--- src/rtl/bp_be_fe_queue_fifo_pkg.sv ---
// Shared sizing and packet layout for the speculative BE FE queue buffer.
// Packet layout mirrors the core-if FE queue packet.
package bp_be_fe_queue_fifo_pkg;

  typedef struct packed {
    logic [1:0]  msg_type;
    logic [38:0] pc;
    logic [31:0] instr;
    logic [9:0]  branch_metadata;
  } bp_fe_queue_s;

  localparam int fe_queue_width_lp     = $bits(bp_fe_queue_s);
  localparam int bp_be_fe_queue_els_gp = 8;

endpackage

--- src/rtl/bp_be_fe_queue_fifo_chk.sv ---
// Protocol checks for the FE queue buffer: commit and yumi legality.
module bp_be_fe_queue_fifo_chk #(
  parameter int ptr_width_p = 4
) (
  input logic                   clk_i,
  input logic                   reset_i,
  input logic                   commit_v_i,
  input logic                   clr_v_i,
  input logic                   yumi_i,
  input logic                   v_o_i,
  input logic [ptr_width_p-1:0] cptr_i,
  input logic [ptr_width_p-1:0] rptr_i
);

  commit_past_issue_a: assert property (@(posedge clk_i) disable iff (reset_i)
    (commit_v_i && !clr_v_i) |-> (cptr_i != rptr_i))
    else $error("commit with nothing dequeued");

  yumi_without_valid_a: assert property (@(posedge clk_i) disable iff (reset_i)
    yumi_i |-> v_o_i)
    else $error("yumi while fe_queue_v_o low");

endmodule

--- src/rtl/bp_be_fe_queue_ptr.sv ---
// Wrap-bit queue pointer: async reset to zero, load has priority over increment.
module bp_be_fe_queue_ptr #(
  parameter int width_p = 4
) (
  input  logic               clk_i,
  input  logic               reset_i,
  input  logic               inc_i,
  input  logic               load_i,
  input  logic [width_p-1:0] load_val_i,
  output logic [width_p-1:0] ptr_o
);

  logic [width_p-1:0] ptr_r;

  // Pointer register
  always_ff @(posedge clk_i or posedge reset_i) begin
    if (reset_i) begin
      ptr_r <= '0;
    end else if (load_i) begin
      ptr_r <= load_val_i;
    end else if (inc_i) begin
      ptr_r <= ptr_r + width_p'(1);
    end else begin
      ptr_r <= ptr_r;
    end
  end

  assign ptr_o = ptr_r;

endmodule

--- src/rtl/bp_be_fe_queue_fifo.sv ---
// Speculative FE queue buffer with write, speculative-read and commit pointers.
// Optional same-cycle bypass on an empty read side: BP_BE_FE_QUEUE_BYPASS_EN.
module bp_be_fe_queue_fifo
  import bp_be_fe_queue_fifo_pkg::*;
#(
  parameter  int els_p        = bp_be_fe_queue_els_gp,
  localparam int ptr_width_lp = $clog2(els_p) + 1
) (
  input  logic                         clk_i,
  input  logic                         reset_i,
  input  logic [fe_queue_width_lp-1:0] fe_queue_i,
  input  logic                         fe_queue_v_i,
  output logic                         fe_queue_ready_and_o,
  output logic [fe_queue_width_lp-1:0] fe_queue_o,
  output logic                         fe_queue_v_o,
  input  logic                         fe_queue_yumi_i,
  input  logic                         commit_v_i,
  input  logic                         roll_v_i,
  input  logic                         clr_v_i,
  output logic                         empty_o,
  output logic                         full_o
);

  localparam logic [ptr_width_lp-1:0] wrap_msb_lp = {1'b1, {(ptr_width_lp-1){1'b0}}};
  localparam logic [ptr_width_lp-1:0] one_lp      = ptr_width_lp'(1);

  logic [ptr_width_lp-1:0]      wptr_s, rptr_s, cptr_s;
  logic [ptr_width_lp-1:0]      wptr_n_s, cptr_n_s, rptr_load_val_s;
  logic                         enq_s, full_n_s, ready_r;
  logic [fe_queue_width_lp-1:0] mem_r [els_p];

  assign enq_s = fe_queue_v_i & ready_r;

  // Next write/commit pointers; clear collapses everything onto wptr
  always_comb begin
    wptr_n_s        = wptr_s;
    cptr_n_s        = cptr_s;
    rptr_load_val_s = cptr_s;
    if (clr_v_i) begin
      wptr_n_s        = wptr_s;
      cptr_n_s        = wptr_s;
      rptr_load_val_s = wptr_s;
    end else begin
      wptr_n_s        = enq_s ? (wptr_s + one_lp) : wptr_s;
      cptr_n_s        = commit_v_i ? (cptr_s + one_lp) : cptr_s;
      rptr_load_val_s = cptr_n_s;
    end
  end

  bp_be_fe_queue_ptr #(.width_p(ptr_width_lp)) wptr_u (
    .clk_i      (clk_i),
    .reset_i    (reset_i),
    .inc_i      (enq_s),
    .load_i     (clr_v_i),
    .load_val_i (wptr_s),
    .ptr_o      (wptr_s)
  );

  bp_be_fe_queue_ptr #(.width_p(ptr_width_lp)) rptr_u (
    .clk_i      (clk_i),
    .reset_i    (reset_i),
    .inc_i      (fe_queue_yumi_i),
    .load_i     (clr_v_i | roll_v_i),
    .load_val_i (rptr_load_val_s),
    .ptr_o      (rptr_s)
  );

  bp_be_fe_queue_ptr #(.width_p(ptr_width_lp)) cptr_u (
    .clk_i      (clk_i),
    .reset_i    (reset_i),
    .inc_i      (commit_v_i),
    .load_i     (clr_v_i),
    .load_val_i (wptr_s),
    .ptr_o      (cptr_s)
  );

  // Packet storage; a dropped enqueue during clear never lands
  always_ff @(posedge clk_i) begin
    if (enq_s & ~clr_v_i) begin
      mem_r[wptr_s[ptr_width_lp-2:0]] <= fe_queue_i;
    end
  end

  assign full_n_s = ((wptr_n_s ^ cptr_n_s) == wrap_msb_lp);

  // Ready is held in a register so it never sees current-cycle inputs
  always_ff @(posedge clk_i or posedge reset_i) begin
    if (reset_i) begin
      ready_r <= 1'b0;
    end else begin
      ready_r <= ~full_n_s;
    end
  end

  assign fe_queue_ready_and_o = ready_r;
  assign empty_o              = (wptr_s == cptr_s);
  assign full_o               = ((wptr_s ^ cptr_s) == wrap_msb_lp);

`ifdef BP_BE_FE_QUEUE_BYPASS_EN
  logic byp_s;
  assign byp_s        = (rptr_s == wptr_s) & enq_s & ~clr_v_i;
  assign fe_queue_o   = byp_s ? fe_queue_i : mem_r[rptr_s[ptr_width_lp-2:0]];
  assign fe_queue_v_o = (rptr_s != wptr_s) | byp_s;
`else
  assign fe_queue_o   = mem_r[rptr_s[ptr_width_lp-2:0]];
  assign fe_queue_v_o = (rptr_s != wptr_s);
`endif

  bp_be_fe_queue_fifo_chk #(.ptr_width_p(ptr_width_lp)) chk_u (
    .clk_i      (clk_i),
    .reset_i    (reset_i),
    .commit_v_i (commit_v_i),
    .clr_v_i    (clr_v_i),
    .yumi_i     (fe_queue_yumi_i),
    .v_o_i      (fe_queue_v_o),
    .cptr_i     (cptr_s),
    .rptr_i     (rptr_s)
  );

endmodule

--- config.mk ---
export PLATFORM = sky130hd
export DESIGN_NAME = bp_be_fe_queue_fifo
export DESIGN_NICKNAME = d
export VERILOG_FILES = /design/src/rtl/bp_be_fe_queue_fifo_pkg.sv /design/src/rtl/bp_be_fe_queue_fifo_chk.sv /design/src/rtl/bp_be_fe_queue_ptr.sv /design/src/rtl/bp_be_fe_queue_fifo.sv
export SDC_FILE = /design/constraint.sdc
export NUM_CORES = 1
export LEC_CHECK = 0
export BUFFER_PORTS_ARGS = -buffer_cell sky130_fd_sc_hd__buf_2
export CAP_MARGIN = 20
export CORE_ASPECT_RATIO = 0.75
export CORE_UTILIZATION = 65
export CTS_CLUSTER_DIAMETER = 50
export DETAILED_ROUTE_END_ITERATION = 12
export PLACE_DENSITY = 0.87
export SLEW_MARGIN = 0
export SYNTH_ARGS = -nofsm -noshare
export SYNTH_HDL_FRONTEND = slang
export SYNTH_SLANG_ARGS = --single-unit
--- constraint.sdc ---
create_clock -name clk_i -period 15 [get_ports clk_i]
set_clock_uncertainty 0.2 [all_clocks]
set_input_delay 0.75 -clock clk_i [delete_from_list [all_inputs] [get_ports clk_i]]
set_output_delay 0.75 -clock clk_i [all_outputs]
set_load 0.02 [all_outputs]
==> impl_results.md <==
- CTS Root Buffer Type: clkbuf_16
- Worst relative slew slack: 23.4%
- Post-route core utilization: 75.0%
- PwrDens: roughly 180 mW/mm2
- Avg Cell Area, Syn: 24.5 um2
- Worst-path clk slew: 0.07 ns
- Syn_nets: 1149
- CP Capture Type: output pin
- CP max stage delay: 1.08 ns
- Design Power: 5160 uW
- Worst skew pair latency: 0.60 ns
- Initial Util: 66.7%
- Final worst-path cycle share: 31.4%
- Layout cell share with drive strength beyond 1: just over 40%
- Finish-stage setup viols: 0
- Post-synth top cells: edfxtp_1, mux4_2, mux2_2
- Total Nets Final: roughly 1400
- Sequential power share: 45.6%
- First-pass GRT wire length: 76.2 mm
- Port Buffer Count: 176
- Final hold vios: 0
- RSZ-0062 raised after global routing: false
- Comb power frac: 27.0%
- Synth area leaders: edfxtp_1, mux4_2, mux2_2
- CP cell instances: buf_12 -> mux4_1 -> mux2_2 -> buf_2
- Fin crit period: 4.71 ns
- WS Path Type: flip-flop to output pin
- Internal power: ~3600 uW
- Chip height: 175 um
- Top-count cell post-synth: edfxtp_1
- Core area: 0.0388 mm2
- Worst min path class: input port to flip-flop
- Post-Synthesis Cells: around 1100
- Post-place setup slack: around 11 ns
- Number of remaining DRC errors: 0
- Crit path max fanout: 121
- Outcome: completed
- Filler-free cell count of the finished design: 1819
- Worst path arrival time: around 3.8 ns
- Via count: roughly 12000
- # placed instances: between 1500 and 2000
- RD Place Congestion: 0.766
- Fillcell total: around 2000
- Synth Register Bits: 677
- TritonRoute pass-1 iters: 5
- Full die area: 0.0406 mm2
- Cell row count: 62
- Clock sinks: 677
- Grt ovf: 0
- Final WL: 51.1 mm
- Routed wire length per instance: 28.1 um
- Post-route ant nets: 0
- Critical Path Start Type: flip-flop
- Sw Share: 29.5%
- Fraction of registers with async set/reset: roughly 1.9%
- Leakage: between 0.009 and 0.01 uW
- P&R area growth vs syn: 12.4%
- H-tree levels: 2
- CTS tree: built
- MaxCap Viol Count: 0
- IO Count: 177
- Pin count of the biggest net entering global routing: roughly 120
- Hold buffers post-CTS: 1
- Initial antenna violation count: 6
- Synthesized area: 0.0259 mm2
- GRT Util Overall: 26.0%
- Die W: roughly 230 um
- Max clock buf depth: 3
- VDD IR max: 0.144 mV
- Yosys warning count: 0
- Largest area contributor in the netlist: edfxtp_1
- Number of global-route vias before repair: 12221
- Area share of the largest cell type after synthesis: ~77%
- Req. time, crit path: 14.05 ns
- Initial drt markers: roughly 1100
- Max Slew Vio Count: 0
- Vias per cell: between 6 and 7
- DP HPWL: ~27 mm
- Post-synth EDFFs: 664
- Final worst slack: 10.29 ns
- Final TNS setup: 0 ns
- Tightest Pin Transition: between 1 and 1.5 ns
- Sw Pwr: 1520 uW
- Critical-path top delay cell: dfrtp_4
- # resized after CTS: 0
- Post-CTS setup buffer count: 0
- Power share of the clock group: 27.4%
- Main flop type after synthesis: edfxtp_1
- Maximum clock frequency: 0.212 GHz
- Yosys cell types: 38
- CTS Buf Count: 58
- Register area share after synthesis: 78.3%
==> flip-flops by register name (all words and copies together) (netlist names) <==
register	count
cptr_u.ptr_o	4
fe_queue_ready_and_o	1
mem_r	664
rptr_u.ptr_o	4
wptr_u.ptr_o	4
==> routing by layer <==
| metal | vias to the layer above | global-route usage [%] | part of all wire, % |
|---|---|---|---|
| met5 | - | 0 | 0.053 |
| met4 | 4 | 5.81 | 1.5 |
| met3 | 75 | 5.32 | 7.2 |
| met2 | 493 | 43.3 | 52 |
| met1 | 6157 | 36.2 | 40 |
| li1 | 4910 | - | - |
==> power groups by stage <==
| stage | Sequential [uW] | Clock, uW | Combinational (uW) |
|---|---|---|---|
| 6_report | 2360 | 1410 | 1390 |
| 5_1_grt | 2370 | 1510 | 1480 |
| 4_1_cts | 2360 | 1440 | 1410 |
| 3_5_place_dp | 2390 | 0 | 1390 |
| 3_3_place_gp | 2380 | 0 | 1370 |
| 2_1_floorplan | 2320 | 0 | 1100 |
==> logic make-up after synthesis <==
| kind of cell | synth area share [%] |
|---|---|
| muxes | 18.5 |
| adders and majority gates | 0.145 |
| DFF | 78.3 |
| buffers and inverters | 1.32 |
| xor gates and xnor gates | 0.662 |
| and+or+nand+nor | 0.832 |
| AOI/OAI and AO/OA | 0.242 |
==> worst paths after layout <==
kind | from | endpoint | slack (ns) | depth (start not counted)
worst min register to register | rptr_u.ptr_o[3] | rptr_u.ptr_o[3] | 0.46 | 2
max in group asynchronous | reset_i | rptr_u.ptr_o[2] | 13.68 | 3
worst max-delay path | rptr_u.ptr_o[0] | fe_queue_o[66] | 10.29 | 4
worst max register to register | wptr_u.ptr_o[1] | mem_r[7][8] | 11.36 | 4
worst min-delay path | fe_queue_i[67] | mem_r[3][67] | 0.21 | 1
min in group asynchronous | reset_i | cptr_u.ptr_o[3] | 0.53 | 3
==> metrics by stage <==
step / cell area (um2) / hold slack [ns]
final: 29100 / 0.209
after global routing: 29100 / 0.185
after CTS: 29100 / 0.173
after detailed placement: 27300 / 0.456
after global placement: 27300 / 0.435
after floorplan: 25900 / 0.400
==> final cells by class <==
type,count,area [um2],area share [%]
Antenna cell,3,7.51,0.0258
Clock buffer,66,1480,5.09
Clock inverter,37,294,1.01
Inverter,2,7.51,0.0258
Multi-Input combinational cell,324,5320,18.3
Sequential cell,677,20300,69.7
Tap cell,512,641,2.20
Timing Repair Buffer,198,1060,3.65
==> critical path: cells and delay by family, from the launching register on <==
family | cells | cell delay (ns)
multiplexers | 2 | 0.94
flip-flops | 1 | 1.08
buffers and inverters | 2 | 0.95
==> layout by cell type, fill, tap and decap left out, types with 2 or more instances in the layout <==
cell       count
edfxtp_1     664
buf_2        176
mux4_2       153
mux2_2        85
clkbuf_16     58
buf_4         20
clkinv_2      15
xnor2_1       14
clkinv_1      14
mux4_1        13
dfrtp_1       10
clkbuf_1       8
nor2_1         7
nand2_1        6
mux2i_1        4
nand4_1        4
nor3_2         4
diode_2        3
xor2_1         3
nand2b_1       3
a21oi_1        3
nor2_4         3
ha_1           3
bufinv_16      3
dfrtp_4        3
inv_1          2
or2_2          2
nor2b_1        2
clkinv_4       2
Power figures use the tool's default switching activity.
